[config.mk]
export PLATFORM = sky130hd
export DESIGN_NAME = fe_stage
export DESIGN_NICKNAME = d
export VERILOG_FILES = /design/src/rtl/fe_stage.sv
export SDC_FILE = /design/constraint.sdc
export NUM_CORES = 1
export LEC_CHECK = 0
export CORE_UTILIZATION = 47
export CTS_CLUSTER_SIZE = 24
export DETAILED_ROUTE_END_ITERATION = 8
export GPL_TIMING_DRIVEN = 0
export PLACE_DENSITY = 0.81
export REMOVE_ABC_BUFFERS = 1
export SLEW_MARGIN = 20
export SYNTH_ARGS = -nofsm -noshare
export SYNTH_HDL_FRONTEND = slang
export SYNTH_SLANG_ARGS = --single-unit
[constraint.sdc]
create_clock -name clk -period 12.1 [get_ports clk]
set_clock_uncertainty 0.2 [all_clocks]
set_input_delay 1.21 -clock clk [delete_from_list [all_inputs] [get_ports clk]]
set_output_delay 1.21 -clock clk [all_outputs]
set_load 0.01 [all_outputs]
[src/rtl/fe_stage.sv]
// -----------------------------------------------------------------------------
// fe_stage
//
// Fetch stage of the 5-stage pipeline. Issues one instruction-memory request
// at a time, lands the returning instruction in the FE pipeline latch toward
// decode, and squashes wrong-path work when execute redirects the PC.
//
// A one-entry skid buffer holds a response that arrives while decode is
// stalled. No new request is issued until the skid drains, so at most one
// instruction is ever parked outside the latch.
//
// State table:
//   state   | meaning
//   --------+-------------------------------------------------------------
//   S_ISSUE | presenting pc_q on the request channel (if skid is empty)
//   S_WAIT  | one request accepted, waiting for its response
//   S_DROP  | a wrong-path request is outstanding; its response is discarded
//
// Ports:
//   clk              clock, all state updates on posedge
//   reset            asynchronous, active-high reset
//   from_AGEX_to_FE  {br_cond, target}; br_cond=1 redirects fetch to target
//   from_DE_to_FE    decode stall; 1 = decode cannot take the FE latch
//   imem_req_valid   fetch request valid
//   imem_req_ready   memory accepts the request when valid & ready
//   imem_req_addr    word-aligned fetch address
//   imem_resp_valid  response valid, one per accepted request
//   imem_resp_data   fetched instruction
//   FE_latch_out     {valid, inst, PC, pcplus, inst_count}, MSB first
// -----------------------------------------------------------------------------
module fe_stage #(
    parameter int              DBITS    = 32,
    parameter int              INSTBITS = 32,
    parameter logic [DBITS-1:0] START_PC = '0
) (
    input  logic                          clk,
    input  logic                          reset,
    input  logic [DBITS:0]                from_AGEX_to_FE,
    input  logic                          from_DE_to_FE,
    output logic                          imem_req_valid,
    input  logic                          imem_req_ready,
    output logic [DBITS-1:0]              imem_req_addr,
    input  logic                          imem_resp_valid,
    input  logic [INSTBITS-1:0]           imem_resp_data,
    output logic [INSTBITS+3*DBITS:0]     FE_latch_out
);

    typedef enum logic [1:0] {
        S_ISSUE = 2'd0,
        S_WAIT  = 2'd1,
        S_DROP  = 2'd2
    } state_t;

    localparam logic [DBITS-1:0] PC_STEP    = DBITS'(4);
    localparam logic [DBITS-1:0] ALIGN_MASK = ~DBITS'(3);

    // ------------------------------------------------------------------
    // State
    // ------------------------------------------------------------------
    state_t               state_q, state_d;
    logic [DBITS-1:0]     pc_q, pc_d;
    logic [DBITS-1:0]     inflight_pc_q, inflight_pc_d;

    logic                 skid_valid_q, skid_valid_d;
    logic [INSTBITS-1:0]  skid_inst_q, skid_inst_d;
    logic [DBITS-1:0]     skid_pc_q, skid_pc_d;

    logic                 lat_valid_q, lat_valid_d;
    logic [INSTBITS-1:0]  lat_inst_q, lat_inst_d;
    logic [DBITS-1:0]     lat_pc_q, lat_pc_d;
    logic [DBITS-1:0]     lat_pcplus_q, lat_pcplus_d;
    logic [DBITS-1:0]     lat_count_q, lat_count_d;

    logic [DBITS-1:0]     inst_count_q, inst_count_d;

    // ------------------------------------------------------------------
    // Input decode
    // ------------------------------------------------------------------
    logic             br_cond;
    logic [DBITS-1:0] br_target;
    logic             stall;
    logic             req_fire;
    logic             resp_in_wait;

    assign br_cond   = from_AGEX_to_FE[DBITS];
    assign br_target = from_AGEX_to_FE[DBITS-1:0];
    assign stall     = from_DE_to_FE;

    // Valid is gated by reset combinationally so nothing is presented to
    // memory while reset is held, not just after the first edge.
    assign imem_req_valid = (state_q == S_ISSUE) && !skid_valid_q && !reset;
    assign imem_req_addr  = pc_q;

    assign req_fire     = imem_req_valid && imem_req_ready;
    assign resp_in_wait = (state_q == S_WAIT) && imem_resp_valid;

    assign FE_latch_out = {lat_valid_q, lat_inst_q, lat_pc_q, lat_pcplus_q, lat_count_q};

    // ------------------------------------------------------------------
    // Next-state logic
    // ------------------------------------------------------------------
    always_comb begin
        state_d       = state_q;
        pc_d          = pc_q;
        inflight_pc_d = inflight_pc_q;
        skid_valid_d  = skid_valid_q;
        skid_inst_d   = skid_inst_q;
        skid_pc_d     = skid_pc_q;
        lat_valid_d   = lat_valid_q;
        lat_inst_d    = lat_inst_q;
        lat_pc_d      = lat_pc_q;
        lat_pcplus_d  = lat_pcplus_q;
        lat_count_d   = lat_count_q;
        inst_count_d  = inst_count_q;

        // Request / response sequencing
        unique case (state_q)
            S_ISSUE: begin
                if (req_fire) begin
                    inflight_pc_d = pc_q;
                    pc_d          = pc_q + PC_STEP;
                    state_d       = S_WAIT;
                end
            end
            S_WAIT: begin
                if (imem_resp_valid) begin
                    state_d = S_ISSUE;
                    // Park the response when decode is stalled, or when the
                    // skid is occupied and must reach the latch first.
                    if (stall || skid_valid_q) begin
                        skid_valid_d = 1'b1;
                        skid_inst_d  = imem_resp_data;
                        skid_pc_d    = inflight_pc_q;
                    end
                end
            end
            S_DROP: begin
                if (imem_resp_valid) begin
                    state_d = S_ISSUE;
                end
            end
            default: begin
                state_d = S_ISSUE;
            end
        endcase

        // FE latch toward decode; held entirely while decode stalls
        if (!stall) begin
            if (skid_valid_q) begin
                lat_valid_d  = 1'b1;
                lat_inst_d   = skid_inst_q;
                lat_pc_d     = skid_pc_q;
                lat_pcplus_d = skid_pc_q + PC_STEP;
                lat_count_d  = inst_count_q + DBITS'(1);
                inst_count_d = inst_count_q + DBITS'(1);
                // The skid only stays full if it was refilled this cycle.
                skid_valid_d = resp_in_wait;
            end else if (resp_in_wait) begin
                lat_valid_d  = 1'b1;
                lat_inst_d   = imem_resp_data;
                lat_pc_d     = inflight_pc_q;
                lat_pcplus_d = inflight_pc_q + PC_STEP;
                lat_count_d  = inst_count_q + DBITS'(1);
                inst_count_d = inst_count_q + DBITS'(1);
            end else begin
                lat_valid_d = 1'b0;
            end
        end

        // Redirect overrides everything above. Nothing valid reaches the
        // latch this cycle, so the instruction count must not advance.
        if (br_cond) begin
            pc_d         = br_target & ALIGN_MASK;
            lat_valid_d  = 1'b0;
            skid_valid_d = 1'b0;
            inst_count_d = inst_count_q;
            // A request whose response is still to come must be drained.
            if (((state_q == S_WAIT) && !imem_resp_valid) ||
                ((state_q == S_DROP) && !imem_resp_valid) ||
                ((state_q == S_ISSUE) && req_fire)) begin
                state_d = S_DROP;
            end else begin
                state_d = S_ISSUE;
            end
        end
    end

    // ------------------------------------------------------------------
    // State registers
    // ------------------------------------------------------------------
    always_ff @(posedge clk or posedge reset) begin
        if (reset) begin
            state_q       <= S_ISSUE;
            pc_q          <= START_PC;
            inflight_pc_q <= '0;
            skid_valid_q  <= 1'b0;
            skid_inst_q   <= '0;
            skid_pc_q     <= '0;
            lat_valid_q   <= 1'b0;
            lat_inst_q    <= '0;
            lat_pc_q      <= '0;
            lat_pcplus_q  <= '0;
            lat_count_q   <= '0;
            inst_count_q  <= '0;
        end else begin
            state_q       <= state_d;
            pc_q          <= pc_d;
            inflight_pc_q <= inflight_pc_d;
            skid_valid_q  <= skid_valid_d;
            skid_inst_q   <= skid_inst_d;
            skid_pc_q     <= skid_pc_d;
            lat_valid_q   <= lat_valid_d;
            lat_inst_q    <= lat_inst_d;
            lat_pc_q      <= lat_pc_d;
            lat_pcplus_q  <= lat_pcplus_d;
            lat_count_q   <= lat_count_d;
            inst_count_q  <= inst_count_d;
        end
    end

endmodule

# After elaboration in Yosys (flattened, before gate mapping)
# Cells that the tools add are included.
# W data, S select, Z words.
[totals] ff_bits=292 latch_bits=0 mem_bits_rw=0 romBits=0 in_bits=70 out_inout_bits=162 elab_cells=73 memories=0
[op_classes] n_addsub=4 n_mul=0 n_div=0 magnitude_cmp=0 n_eq_ne=5 shifts=0 n_mux=26 bitwise=2 n_reduce_logical=24
[op_table] op="$mux W32" count=11
[op_table] op="$add A32 B3 Y32 const B" count=3
[op_table] op="$add A32 B1 Y32 const B" count=1
[op_table] op="$mux W1" count=10
[op_table] op="$mux W2" count=4
[op_table] op="$reduce_and A2 Y1" count=4
[op_table] op="$logic_and A1 B1 Y1" count=7
[op_table] op="$reduce_and A3 Y1" count=2
[op_table] op="$reduce_bool A2 Y1" count=3
[op_table] op="$pmux W2 S2" count=1
[op_table] op="$logic_not A1 Y1" count=3
[op_table] op="$logic_or A1 B1 Y1" count=3
[op_table] op="$ne A3 B1 Y1 const B" count=1
[op_table] op="$ne A3 B3 Y1 const B" count=1
[op_table] op="$eq A2 B1 Y1 const B" count=1
[op_table] op="$eq A2 B2 Y1 const B" count=1
[op_table] op="$logic_not A2 Y1" count=1
[op_table] op="$ne A2 B2 Y1 const B" count=1
[op_table] op="$not A1 Y1" count=2
[op_table] op="$reduce_or A2 Y1" count=1

# Longest topological paths before layout
[logic_depth] word_depth=8 ltp_mapped=12 mapped_depth_nobuf=7

# Least setup slack after synthesis
# No wires, ideal clock.
[synth_timing] path_kind="reg2out" startpoint="register skid_valid_q" endpoint="output imem_req_valid" t_arrival_ps=1747 required_time_ps=10690 path_slack_ps=8943 path_stages_with_launch=8 n_path_buf=6 path_cell_list="dfrtp_1 buf_6 buf_6 buf_4 buf_2 buf_4 buf_2 nor3_1"
[synth_via] elab_chain_cells=3
[synth_lines] item="from (decl)" line="64" text="logic skid_valid_q, skid_valid_d;"
[synth_lines] item="from (signal assigned)" line="209" text="skid_valid_q <= skid_valid_d;"
[synth_lines] item="$logic_not A1 Y1" line="91" text="assign imem_req_valid = (state_q == S_ISSUE) && !skid_valid_q && !reset;"
[synth_lines] item="$logic_and A1 B1 Y1 (2 in series)" line="91"
[synth_lines] item="to (decl)" line="40" text="output logic imem_req_valid,"
# Every way passes these cells.

# Worst setup path in the final report
[layout_timing] startpoint="input reset" endpoint="output imem_req_valid"
[layout_via] elab_chain_cells=2
[layout_lines] item="from (decl)" line="37" text="input logic reset,"
[layout_lines] item="$logic_not A1 Y1 (no line)"
[layout_lines] item="$logic_and A1 B1 Y1" line="91"
# Every way passes these cells.

==> results.py <==
metrics = {
    "status": {
        "status": "finished with violations",
        "violations": "DRC",
    },
    "floorplan": {
        "die_area_um2": 28900,
        "rows": 61,
        "start_util_pct": 47.8,
        "die_h_um": 170,
        "core_um2": 27800,
        "die_w_um": 170,
        "io_pins": 232,
    },
    "logic_synthesis": {
        "ys_async_sr_fraction_pct": 100,
        "synth_top_family_by_area": "simple AND/OR/NAND/NOR gates",
        "synth-main-ff-cell": "dfrtp_1",
        "synth_cell_types": 59,
        "yosysSeqAreaShare_pct": 53.2,
        "synth_edf_count": 0,
        "synth-seq-cells": 282,
        "synth-compound-area-share_pct": 8.35,
        "postSynthAreaPerCell_um2": 10.7,
        "synth_adder_area_share_pct": 0.566,
        "synthXorXnorAreaFrac_pct": 7.00,
        "synthSimpleGateAreaFrac_pct": 15.1,
        "netlist_area_um2": 13300,
        "synth.area.mux_share_pct": 12.4,
        "syn_inst": 1244,
        "ys_warn_count": 0,
    },
    "critical_path": {
        "cpMostUsedCell": "clkdlybuf4s50_1",
        "cpLargestDelayFamily": "buffers and inverters",
        "startpoint_type": "input port",
        "critical_path.max_stage_delay_ps": 590,
        "cp_num_buf_inv": 2,
        "crit_type": "input port to output pin",
        "endpoint_kind": "output pin",
        "crit_path_cell_trace": "clkdlybuf4s50_1 -> nor3_1 -> clkdlybuf4s50_1",
        "worstPathMaxFanout": 3,
        "cp_slowest_cell": "clkdlybuf4s50_1",
        "worstPathRequired_ps": 10690,
        "worstPathArrival_ps": 2580,
    },
    "clocking": {
        "cts.sinks": 282,
        "cts_resized": 0,
        "cts_buffer_depth": 3,
        "tritoncts": "yes",
        "h-tree-depth": 1,
        "clk_pin_slew_ps": 60,
        "post_cts_buffers": 0,
        "cts_root_buf": "clkbuf_16",
        "clk-insertion-delay-late_ps": 560,
        "cts_buffers": 30,
        "cts_hold_buf": 0,
    },
    "placement": {
        "io_buffers": 223,
        "place_congestion": 0.878,
        "hpwl_um": 22600,
    },
    "route": {
        "firstDrtPassIters": 9,
        "drtIter0Drc": 611,
        "finalWirelength_um": 32200,
        "viasPerCell": 5.51,
        "drc": 2,
        "vias": 10100,
        "wl_per_cell_um": 17.5,
        "ant_nets": 0,
    },
    "power": {
        "p_per_area_nw_per_um2": 197,
        "internal-power_mw": 2.32,
        "power_frac_seq_pct": 43.4,
        "leakagePower_nw": 7.06,
        "combinationalPowerShare_pct": 27.7,
        "swShare_pct": 30.3,
        "pwr-share-clk_pct": 29.0,
        "p_switching_mw": 1.01,
        "ir_worst_vdd_mv": 0.101,
    },
    "sta": {
        "rsz0062_at_grt": "no",
        "finalCritPeriodShare_pct": 33.0,
        "min_period_ps": 3990,
        "max_slew.worst_pin.slew_ps": 1080,
        "holdWs_ps": 275,
        "finalMaxSlewViolations": 0,
        "fmax_mhz": 251,
        "setup_viol": 0,
        "maxSlewHeadroom_pct": 27.9,
        "hold_violations": 0,
    },
    "grt": {
        "grt_use_met3_pct": 2.58,
        "grt_max_degree": 107,
        "overflow": 0,
        "grt_pass1_wl_um": 51600,
        "grt_use_met1_pct": 30.5,
        "gr-usage-met2_pct": 35.6,
        "antenna_found_initial": 0,
        "grt_pass1_vias": 9831,
        "top_usage_layer": "met2",
        "grt_usage_pct": 22.1,
    },
    "job": {
        "drv_cap": 0,
    },
    "cells_and_area": {
        "finalCoreUtilization_pct": 61.1,
        "diodes": 0,
        "nets": 1514,
        "drive_gt1_share_pct": 12.3,
        "syn2layout_area_growth_pct": 27.9,
        "final_common_cell": "dfrtp_1",
        "fill_cells": 2251,
        "mostFrequentLayoutCells": "dfrtp_1 (281), clkdlybuf4s50_1 (222), nand2_1 (208), o21ai_0 (137), mux2_2 (93)",
        "seq_area_um2": 7060,
        "multi_input_area_um2": 5790,
    },
    "hold_path": {
        "hp-class": "flop to flop",
    },
}
-- path summary, 6_finish.rpt --
path	start	cells past startpoint	endpoint	slack, ps
max	reset	3	imem_req_valid	8110
min	lat_inst_q[10]$_DFFE_PP0P_	2	lat_inst_q[10]$_DFFE_PP0P_	280
max reg2reg	skid_valid_q$_DFF_PP0_	5	imem_req_addr[25]$_DFFE_PP0P_	8770
min reg2reg	lat_inst_q[10]$_DFFE_PP0P_	2	lat_inst_q[10]$_DFFE_PP0P_	280
max in group asynchronous	reset	3	lat_inst_q[19]$_DFFE_PP0P_	9610
min in group asynchronous	reset	2	inst_count_q[16]$_DFFE_PP0P_	1140
-- registers in the layout, indices dropped and copies added (netlist names) --
signal,cells
state_q,2
lat_valid_q,1
lat_pc_q,30
skid_valid_q,1
inflight_pc_q,30
lat_pcplus_q,30
inst_count_q,32
imem_req_addr,30
lat_count_q,32
skid_pc_q,30
skid_inst_q,32
lat_inst_q,32
-- routing by layer --
layer,share of wire [%],wire length (um),up-vias
met5,0,0,-
met4,3.6,1150,0
met3,4.6,1500,70
met2,47,15100,338
met1,45,14400,4976
li1,-,-,4750
-- final cells by class --
type | instances | share of cell area, %
inverter | 12 | 0.310
multi-input combinational | 869 | 34.1
clock buffer | 40 | 5.12
tap | 378 | 2.79
timing repair buffer | 243 | 14.9
clock inverter | 14 | 1.12
sequential | 282 | 41.6
-- power by group through the flow --
stage	clock [mW]	combinational [mW]	sequential [mW]
final	0.966	0.922	1.45
after CTS	0.988	0.933	1.44
after global routing	1.02	1.00	1.48
after floorplan	0	0.378	1.48
after global placement	0	0.896	1.44
after detailed placement	0	0.926	1.46
-- stage by stage --
step	cell area (um2)	std cells	power (mW)	setup WS, ps	setup TNS [ps]
floorplan	12900	1163	1.86	2910	0
detailed placement	15900	1784	2.38	7700	0
global placement	15600	1764	2.34	-626	-172020
finish	17000	1838	3.33	8110	0
global route	17000	1838	3.51	8050	0
CTS	17000	1838	3.36	8130	0
-- logic make-up after synthesis --
group | Yosys count
compound gates | 193
xor+xnor | 106
fa+ha+maj | 6
buf+inv | 98
flops | 282
mux | 153
other cells | 1
simple gates | 405
-- worst register-to-register path, stage by stage, from the launching register on --
cell and delay, ps:
dfrtp_4 680, and4bb_2 1080, and4_1 660, nand4_1 190, xor2_1 210, o21ai_0 210
-- cells in the mapped netlist (8+ instances only) --
master / n / area share, %
mux2_2: 93 / 7.9
buf_4: 9 / 0.51
xor2_1: 47 / 3.1
nor4_1: 12 / 0.57
a21oi_1: 8 / 0.30
o31ai_1: 9 / 0.51
inv_1: 12 / 0.34
nand3_1: 35 / 1.3
dfrtp_1: 282 / 53
clkbuf_1: 58 / 1.6
nand2_1: 208 / 5.9
and4_1: 11 / 0.73
o21ai_0: 137 / 5.2
nand4_1: 46 / 2.2
xnor2_1: 59 / 3.9
nand4b_1: 10 / 0.66
nor3_1: 18 / 0.68
nor2_1: 17 / 0.48
and3_1: 16 / 0.75
mux2i_1: 60 / 4.5
buf_2: 12 / 0.45
Power figures use the tool's default switching activity.
